## config.mk

```make
export PLATFORM = sky130hd
export DESIGN_NAME = candle_array_controller
export DESIGN_NICKNAME = d
export VERILOG_FILES = /design/src/rtl/candle_array_controller.sv
export SDC_FILE = /design/constraint.sdc
export NUM_CORES = 1
export LEC_CHECK = 0
export CAP_MARGIN = 15
export CORE_MARGIN = 2
export CORE_UTILIZATION = 53
export CTS_CLUSTER_SIZE = 20
export DETAILED_ROUTE_END_ITERATION = 10
export GPL_TIMING_DRIVEN = 0
export PLACE_DENSITY = 0.82
export SYNTH_ARGS = -nofsm -noshare
export SYNTH_HDL_FRONTEND = slang
export SYNTH_HIERARCHICAL = 1
export SYNTH_SLANG_ARGS = --single-unit
```

## constraint.sdc

```tcl
create_clock -name sys_clk -period 5.1 [get_ports sys_clk]
set_input_delay 1.53 -clock sys_clk [delete_from_list [all_inputs] [get_ports sys_clk]]
set_output_delay 1.53 -clock sys_clk [all_outputs]
set_load 0.005 [all_outputs]
```

## src/rtl/candle_array_controller.sv

```systemverilog
// candle_array_controller: N candle outputs driven from one valid/ready command
// port. Supports set/clear/toggle, bulk set/clear and timed sequential lighting.
// Optional per-candle burn timers are built when CANDLE_BURN_TIMER_EN is defined;
// otherwise burn_time is ignored and burnout_pulse is tied low.

// One candle: on/off flag plus (optionally) its burn timer.
module candle_cell #(
  parameter int BURN_W = 16
) (
  input  logic              clk,
  input  logic              rst,
  input  logic              light,
  input  logic              off,
  input  logic              tog,
  input  logic [BURN_W-1:0] burn,
  output logic              on,
  output logic              expire
);
`ifdef CANDLE_BURN_TIMER_EN
  logic [BURN_W-1:0] timer;

  // A command touching this candle overrides its expiry in the same cycle.
  assign expire = on && (timer == BURN_W'(1)) && !(light || off || tog);

  // Light events load the timer, clears zero it, otherwise count down to burnout.
  always_ff @(posedge clk or posedge rst) begin
    if (rst) begin
      on    <= 1'b0;
      timer <= '0;
    end else if (light || (tog && !on)) begin
      on    <= 1'b1;
      timer <= burn;
    end else if (off || tog) begin
      on    <= 1'b0;
      timer <= '0;
    end else if (on && (timer != '0)) begin
      timer <= timer - BURN_W'(1);
      if (timer == BURN_W'(1)) on <= 1'b0;
    end
  end
`else
  logic burn_unused;
  assign burn_unused = ^burn;
  assign expire      = 1'b0;

  // Plain on/off latch; candles stay lit until cleared.
  always_ff @(posedge clk or posedge rst) begin
    if (rst)                     on <= 1'b0;
    else if (light)              on <= 1'b1;
    else if (off)                on <= 1'b0;
    else if (tog)                on <= ~on;
  end
`endif
endmodule

module candle_array_controller #(
  parameter int N_CANDLES   = 8,
  parameter int BURN_W      = 16,
  parameter int STEP_CYCLES = 4
) (
  input  logic                         sys_clk,
  input  logic                         clr_async,
  input  logic                         cmd_valid,
  output logic                         cmd_ready,
  input  logic [2:0]                   cmd_op,
  input  logic [$clog2(N_CANDLES)-1:0] cmd_pos,
  input  logic [BURN_W-1:0]            burn_time,
  output logic [N_CANDLES-1:0]         candle_state,
  output logic                         seq_busy,
  output logic                         burnout_pulse,
  output logic [$clog2(N_CANDLES+1)-1:0] lit_count
);
  localparam int PW  = $clog2(N_CANDLES);
  localparam int CW  = $clog2(N_CANDLES + 1);
  localparam int SCW = $clog2(STEP_CYCLES + 1);
  localparam logic [SCW-1:0] STEP_LD = SCW'(STEP_CYCLES - 1);

  localparam logic [2:0] OP_SET = 3'd1, OP_CLR = 3'd2, OP_TOG = 3'd3,
                         OP_SETA = 3'd4, OP_CLRA = 3'd5, OP_SEQ = 3'd6;

  typedef enum logic {IDLE, SEQ} state_t;

  state_t          state;
  logic [PW-1:0]   cur, last, nxt, seq_last;
  logic [SCW-1:0]  cnt;
  logic            done, accept, seq_fire;
  logic [BURN_W-1:0]    burn_sel;
  logic [N_CANDLES-1:0] light, off, tog, expire;

  assign accept   = cmd_valid && cmd_ready;
  assign seq_fire = (state == SEQ) && !done && (cnt == '0);
  assign nxt      = cur + PW'(1);
  // Out-of-range sequence targets clamp to the last real candle.
  assign seq_last = (int'(cmd_pos) >= N_CANDLES) ? PW'(N_CANDLES - 1) : cmd_pos;

  // Sequence FSM: candle 0 lights on acceptance, then one more every STEP_CYCLES;
  // stays in SEQ for the cycle the last candle lights, then returns to IDLE.
  always_ff @(posedge sys_clk or posedge clr_async) begin
    if (clr_async) begin
      state     <= IDLE;
      cmd_ready <= 1'b1;
      seq_busy  <= 1'b0;
      cur       <= '0;
      last      <= '0;
      cnt       <= '0;
      done      <= 1'b0;
    end else begin
      case (state)
        IDLE: if (accept && cmd_op == OP_SEQ) begin
          state     <= SEQ;
          cmd_ready <= 1'b0;
          seq_busy  <= 1'b1;
          cur       <= '0;
          last      <= seq_last;
          cnt       <= STEP_LD;
          done      <= (seq_last == '0);
        end
        SEQ: begin
          if (done) begin
            state     <= IDLE;
            cmd_ready <= 1'b1;
            seq_busy  <= 1'b0;
          end else if (cnt == '0) begin
            cur  <= nxt;
            cnt  <= STEP_LD;
            done <= (nxt == last);
          end else begin
            cnt <= cnt - SCW'(1);
          end
        end
        default: state <= IDLE;
      endcase
    end
  end

`ifdef CANDLE_BURN_TIMER_EN
  logic [BURN_W-1:0] seq_burn;

  // Sequence lights use the burn time captured when the sequence was accepted.
  always_ff @(posedge sys_clk or posedge clr_async) begin
    if (clr_async)                                      seq_burn <= '0;
    else if (state == IDLE && accept && cmd_op == OP_SEQ) seq_burn <= burn_time;
  end
  assign burn_sel = (state == SEQ) ? seq_burn : burn_time;

  // Any number of simultaneous burnouts collapse into one pulse.
  always_ff @(posedge sys_clk or posedge clr_async) begin
    if (clr_async) burnout_pulse <= 1'b0;
    else           burnout_pulse <= |expire;
  end
`else
  logic burn_unused, expire_unused;
  assign burn_unused   = ^burn_time;
  assign expire_unused = |expire;
  assign burn_sel      = '0;
  assign burnout_pulse = 1'b0;
`endif

  for (genvar i = 0; i < N_CANDLES; i++) begin : g_cell
    logic hit;
    assign hit      = accept && (cmd_pos == PW'(i));
    assign light[i] = (hit && cmd_op == OP_SET) || (accept && cmd_op == OP_SETA) ||
                      (i == 0 && accept && cmd_op == OP_SEQ) ||
                      (seq_fire && nxt == PW'(i));
    assign off[i]   = (hit && cmd_op == OP_CLR) || (accept && cmd_op == OP_CLRA);
    assign tog[i]   = hit && cmd_op == OP_TOG;

    candle_cell #(.BURN_W(BURN_W)) u_cell (
      .clk(sys_clk), .rst(clr_async), .light(light[i]), .off(off[i]), .tog(tog[i]),
      .burn(burn_sel), .on(candle_state[i]), .expire(expire[i])
    );
  end

  // Population count of the lit candles.
  always_comb begin
    lit_count = '0;
    for (int i = 0; i < N_CANDLES; i++)
      if (candle_state[i]) lit_count = lit_count + CW'(1);
  end
endmodule
```

After elaboration in Yosys (flattened, before gate mapping):

Cells that the tools add are included.
W data, S select, Z words.

* flip-flop bits (word level): 21
* bits of input ports: 25
* output and inout bits: 15
* word-level logic and storage cells: 198

* add/sub/neg operators: 9
* equality and inequality tests: 25
* multiplexer cells: 53
* bitwise operators: 9
* reduce and logical (&&, ||, !) cells: 87

Operators by type and width (number)
* $logic_and A1 B1 Y1: 46
* $mux W1: 34
* $eq A3 B3 Y1 const B: 11
* $add A4 B1 Y4 const B: 7
* $mux W4: 7
* $logic_or A1 B1 Y1: 25
* $reduce_bool A3 Y1: 8
* $eq A3 B2 Y1 const B: 6
* $mux W3: 6
* $pmux W3 S2: 2
* $eq A3 B1 Y1 const B: 3
* $logic_not A3 Y1: 3
* $not A1 Y1: 9
* $pmux W1 S2: 4
* $reduce_and A2 Y1: 3
* $ne A2 B1 Y1 const B: 2
* $ne A2 B2 Y1 const B: 2
* $add A3 B1 Y3 const B: 1
* $eq A3 B3 Y1: 1
* $reduce_and A3 Y1: 1
* $sub A3 B1 Y3 const B: 1
* $logic_not A1 Y1: 1

Logic depth before layout (Yosys ltp):

* depth after elaboration: 15
* gate-level depth with buffers: 19

Cells and area by module:

Netlist, hierarchy kept.

Modules (own cells, without submodules)
* candle_array_controller: times used 1, cells each 212, area each 1670.4 um2, seq. area each 326.6 um2
* candle_cell: times used 8, cells each 6, area each 56.3 um2, seq. area each 25.0 um2

Worst setup path after synthesis:

Ideal clock, no wire load.

* path kind: flip-flop to output port
* from: register g_cell[0].u_cell.on
* to: output port lit_count[1]
* data arrival time: 3.381 ns
* required time: 3.570 ns
* setup slack: 0.189 ns
* stages on the path, launching flop included: 19
* cells stage by stage: dfrtp_1 > inv_1 > ha_1 > buf_6 > xnor2_2 > inv_2 > xnor2_2 > inv_1 > ha_1 > nor2b_1 > o21ai_0 > o31ai_1 > mux2i_1 > nor2_1 > ha_1 > nand2_1 > o31ai_1 > ha_1 > mux2_2

* longest elaborated chain between the ends: 15

Ends and longest elaborated chain
* start, declared: RTL line 16 `output logic on,`
* start signal, assigned: RTL line 51 `else if (tog) on <= ~on;`
* $mux W1 *: RTL line 178 `if (candle_state[i]) lit_count = lit_count + CW'(1);`
* $add A4 B1 Y4: RTL line 178
* $mux W4 *: RTL line 178
* $add A4 B1 Y4: RTL line 178
* $mux W4 *: RTL line 178
* $add A4 B1 Y4: RTL line 178
* $mux W4 *: RTL line 178
* $add A4 B1 Y4: RTL line 178
* $mux W4 *: RTL line 178
* $add A4 B1 Y4: RTL line 178
* $mux W4 *: RTL line 178
* $add A4 B1 Y4: RTL line 178
* $mux W4 *: RTL line 178
* $add A4 B1 Y4: RTL line 178
* $mux W4 *: RTL line 178
* end, declared: RTL line 71 `output logic [$clog2(N_CANDLES+1)-1:0] lit_count`

Every way passes the cells marked *; elsewhere a longest branch is shown, timed or not.

Worst setup path in the final report:

Same ends and word-level chain as after synthesis.

==> summary.md <==
| Metric | Value |
|---|---|
| IO Pins | `40` |
| Crit path capture | `lit_count[1]` |
| Initial Util | `55.5%` |
| Final hold vios | `0` |
| Via/cell ratio | `5.45` |
| # diodes | `0` |
| Gate Count Post-Synth | `244` |
| Full die area | `4340 um^2` |
| DR pass1 iterations | `4` |
| Residual DRC | `0` |
| Clk_lat worst skew | `about 0.26 ns` |
| Port bufs | `21` |
| Crit Path Max Fanout | `6` |
| Fmax | `198 MHz` |
| Final GP Congestion | `0.851` |
| Worst R2R Start | `cmd_ready$_DFFE_PP1P_` |
| Startpoint types | `register` |
| GRT Residual Overflow | `0` |
| Max Transition Viols Final | `0` |
| Worst EP required | `3.57 ns` |
| Chip Width | `~66 um` |
| Hold_buf cts | `0` |
| Final instance area | `2570 um^2` |
| Antenna viol nets, final | `0` |
| R2R Setup Slk | `3.04 ns` |
| HP Start | `cur[2]$_DFFE_PP0P_` |
| Area Overhead vs Synth | `26.7%` |
| Layout Cells excl Fill | `327` |
| Filler Cell Count | `300` |
| Detailed placement HPWL | `about 3200 um` |
| Inst Count DP | `313` |
| Multi-input logic area | `1520 um^2` |
| # rows | `22` |
| Pin count of the biggest net entering global routing | `14` |
| Final wirelength | `roughly 4600 um` |
| Core area | `3660 um^2` |
| Synth Cell Area | `about 2000 um^2` |
| Share of cells above drive strength 1 | `21.1%` |
| R2R depth | `7` |
| Yosys warning count | `6` |
| Initial antenna violation count | `0` |
| Dpl ws | `-0.568 ns` |
| First-pass GRT wire length | `approximately 7600 um` |
| Drt wl/cell | `13.9 um` |
| Most frequent cells in the layout | `24 x nor2_1, 20 x nand2_1, 20 x inv_1, 19 x dfrtp_1, 18 x clkdlybuf4s50_1` |
| # H-tree levels | `1` |
| DRT iter0 DRCs | `122` |
| Worst Path Class, Setup | `register to primary output` |
| Clock sink count | `21` |
| GRT Util Overall | `22.5%` |
| Most common cell after layout, fill and taps aside | `nor2_1` |
| Post-DP Area | `2300 um^2` |
| Final #Nets | `320` |
| Beginning of the critical path | `g_cell[0].u_cell/on$_DFFE_PP0P_` |
| Unrepaired setup endpoints after global routing | `true` |
| FF-to-FF End | `cur[2]$_DFFE_PP0P_` |
| Reg area | `528 um^2` |
| Height of the chip | `65.9 um` |
| Mapped Nets | `284` |
| Status | `completed` |
| Worst Max-Slew Pin Slew | `0.924 ns` |
| Total of max-cap violations | `0` |
| Tcrit/Tclk final | `99.2%` |
| Max Clock Skew | `0.00529 ns` |
| Worst min path class | `register to register` |
| Vias | `~1800` |
| Avg Inst Size Synth | `8.32 um^2` |
| CTS buffer count | `3` |
| Maximum buffer depth of the clock tree | `2` |
| Slew HR | `38.3%` |
| Clock Root Buffer | `clkbuf_8` |
| Final Setup Violations | `0` |
| Crit end category | `primary output` |
| CTS tree | `built` |
| Final WS setup | `between 0.04 and 0.05 ns` |
| Vias in the first global route | `1710` |
| Reg clk slew, reported paths | `about 0.08 ns` |
| Tmin final | `5.06 ns` |
| Crit path DAT | `3.53 ns` |
==> repair_timing <==
action | 4_1_cts | 5_1_grt
setup buffers | 10 | 1
pin swaps | 11 | 8
gates resized for setup | 31 | 11
cloned | 0 | 0
endpoints found under the setup margin | 3 | 3
==> worst min-delay path by stage <==
stage                                      to  slack [ns]  cells after the start
after floorplan            cur[2]$_DFFE_PP0P_        0.47                      1
after global placement     cur[2]$_DFFE_PP0P_        0.50                      1
after detailed placement   cur[2]$_DFFE_PP0P_        0.50                      1
after CTS                  cur[2]$_DFFE_PP0P_        0.51                      1
after global routing      last[2]$_DFFE_PP0P_        0.54                      1
final                      cur[2]$_DFFE_PP0P_        0.51                      1
==> state kept, by name, indices dropped and copies added (netlist names) <==
| signal | flops |
|---|---|
| done | 1 |
| seq_busy | 1 |
| g_cell.u_cell/on | 8 |
| cnt | 3 |
| last | 3 |
| cmd_ready | 1 |
| state | 1 |
| cur | 3 |
==> through the flow <==
stage                     TNS [ns]  hold slack (ns)  util (%)
after floorplan                  0            0.470         -
after global placement       -1.17            0.500      62.9
after detailed placement     -1.57            0.501      62.9
after CTS                        0            0.513      69.1
after global routing        -0.162            0.543      70.3
final                            0            0.507      70.3
==> metal layers <==
layer	wire, um	vias up	global-route usage (%)
met2	2450	31	42.4
met4	33	0	8.07
met3	115	4	2.04
li1	-	903	-
met5	0	-	0
met1	1960	844	26.1
==> final cells by class <==
class                   instances  share of cell area, %
plain buffers                   9                   1.95
clock buffers                   3                   1.61
clock inverters                 1                  0.195
inverters                      24                   3.50
multi-input cells             189                   58.9
flip-flops and latches         21                   20.5
well taps                      48                   2.33
repair buffers                 32                   10.9
==> worst max-delay path, stage by stage (launching register included) <==
cell and delay, ns:
dfrtp_1 0.40, buf_4 0.16, ha_4 0.18, mux2i_4 0.16, xnor2_2 0.09, mux2_4 0.28
ha_4 0.25, nor2b_4 0.15, o21ai_2 0.09, o31ai_4 0.07, mux2i_1 0.28, nor2_1 0.07
ha_1 0.30, nand2_2 0.09, o31ai_4 0.08, ha_4 0.24, mux2_2 0.26, buf_2 0.13
Power is not shown: default switching activity piles up to over one toggle a cycle in this logic, so the estimate is an artifact.
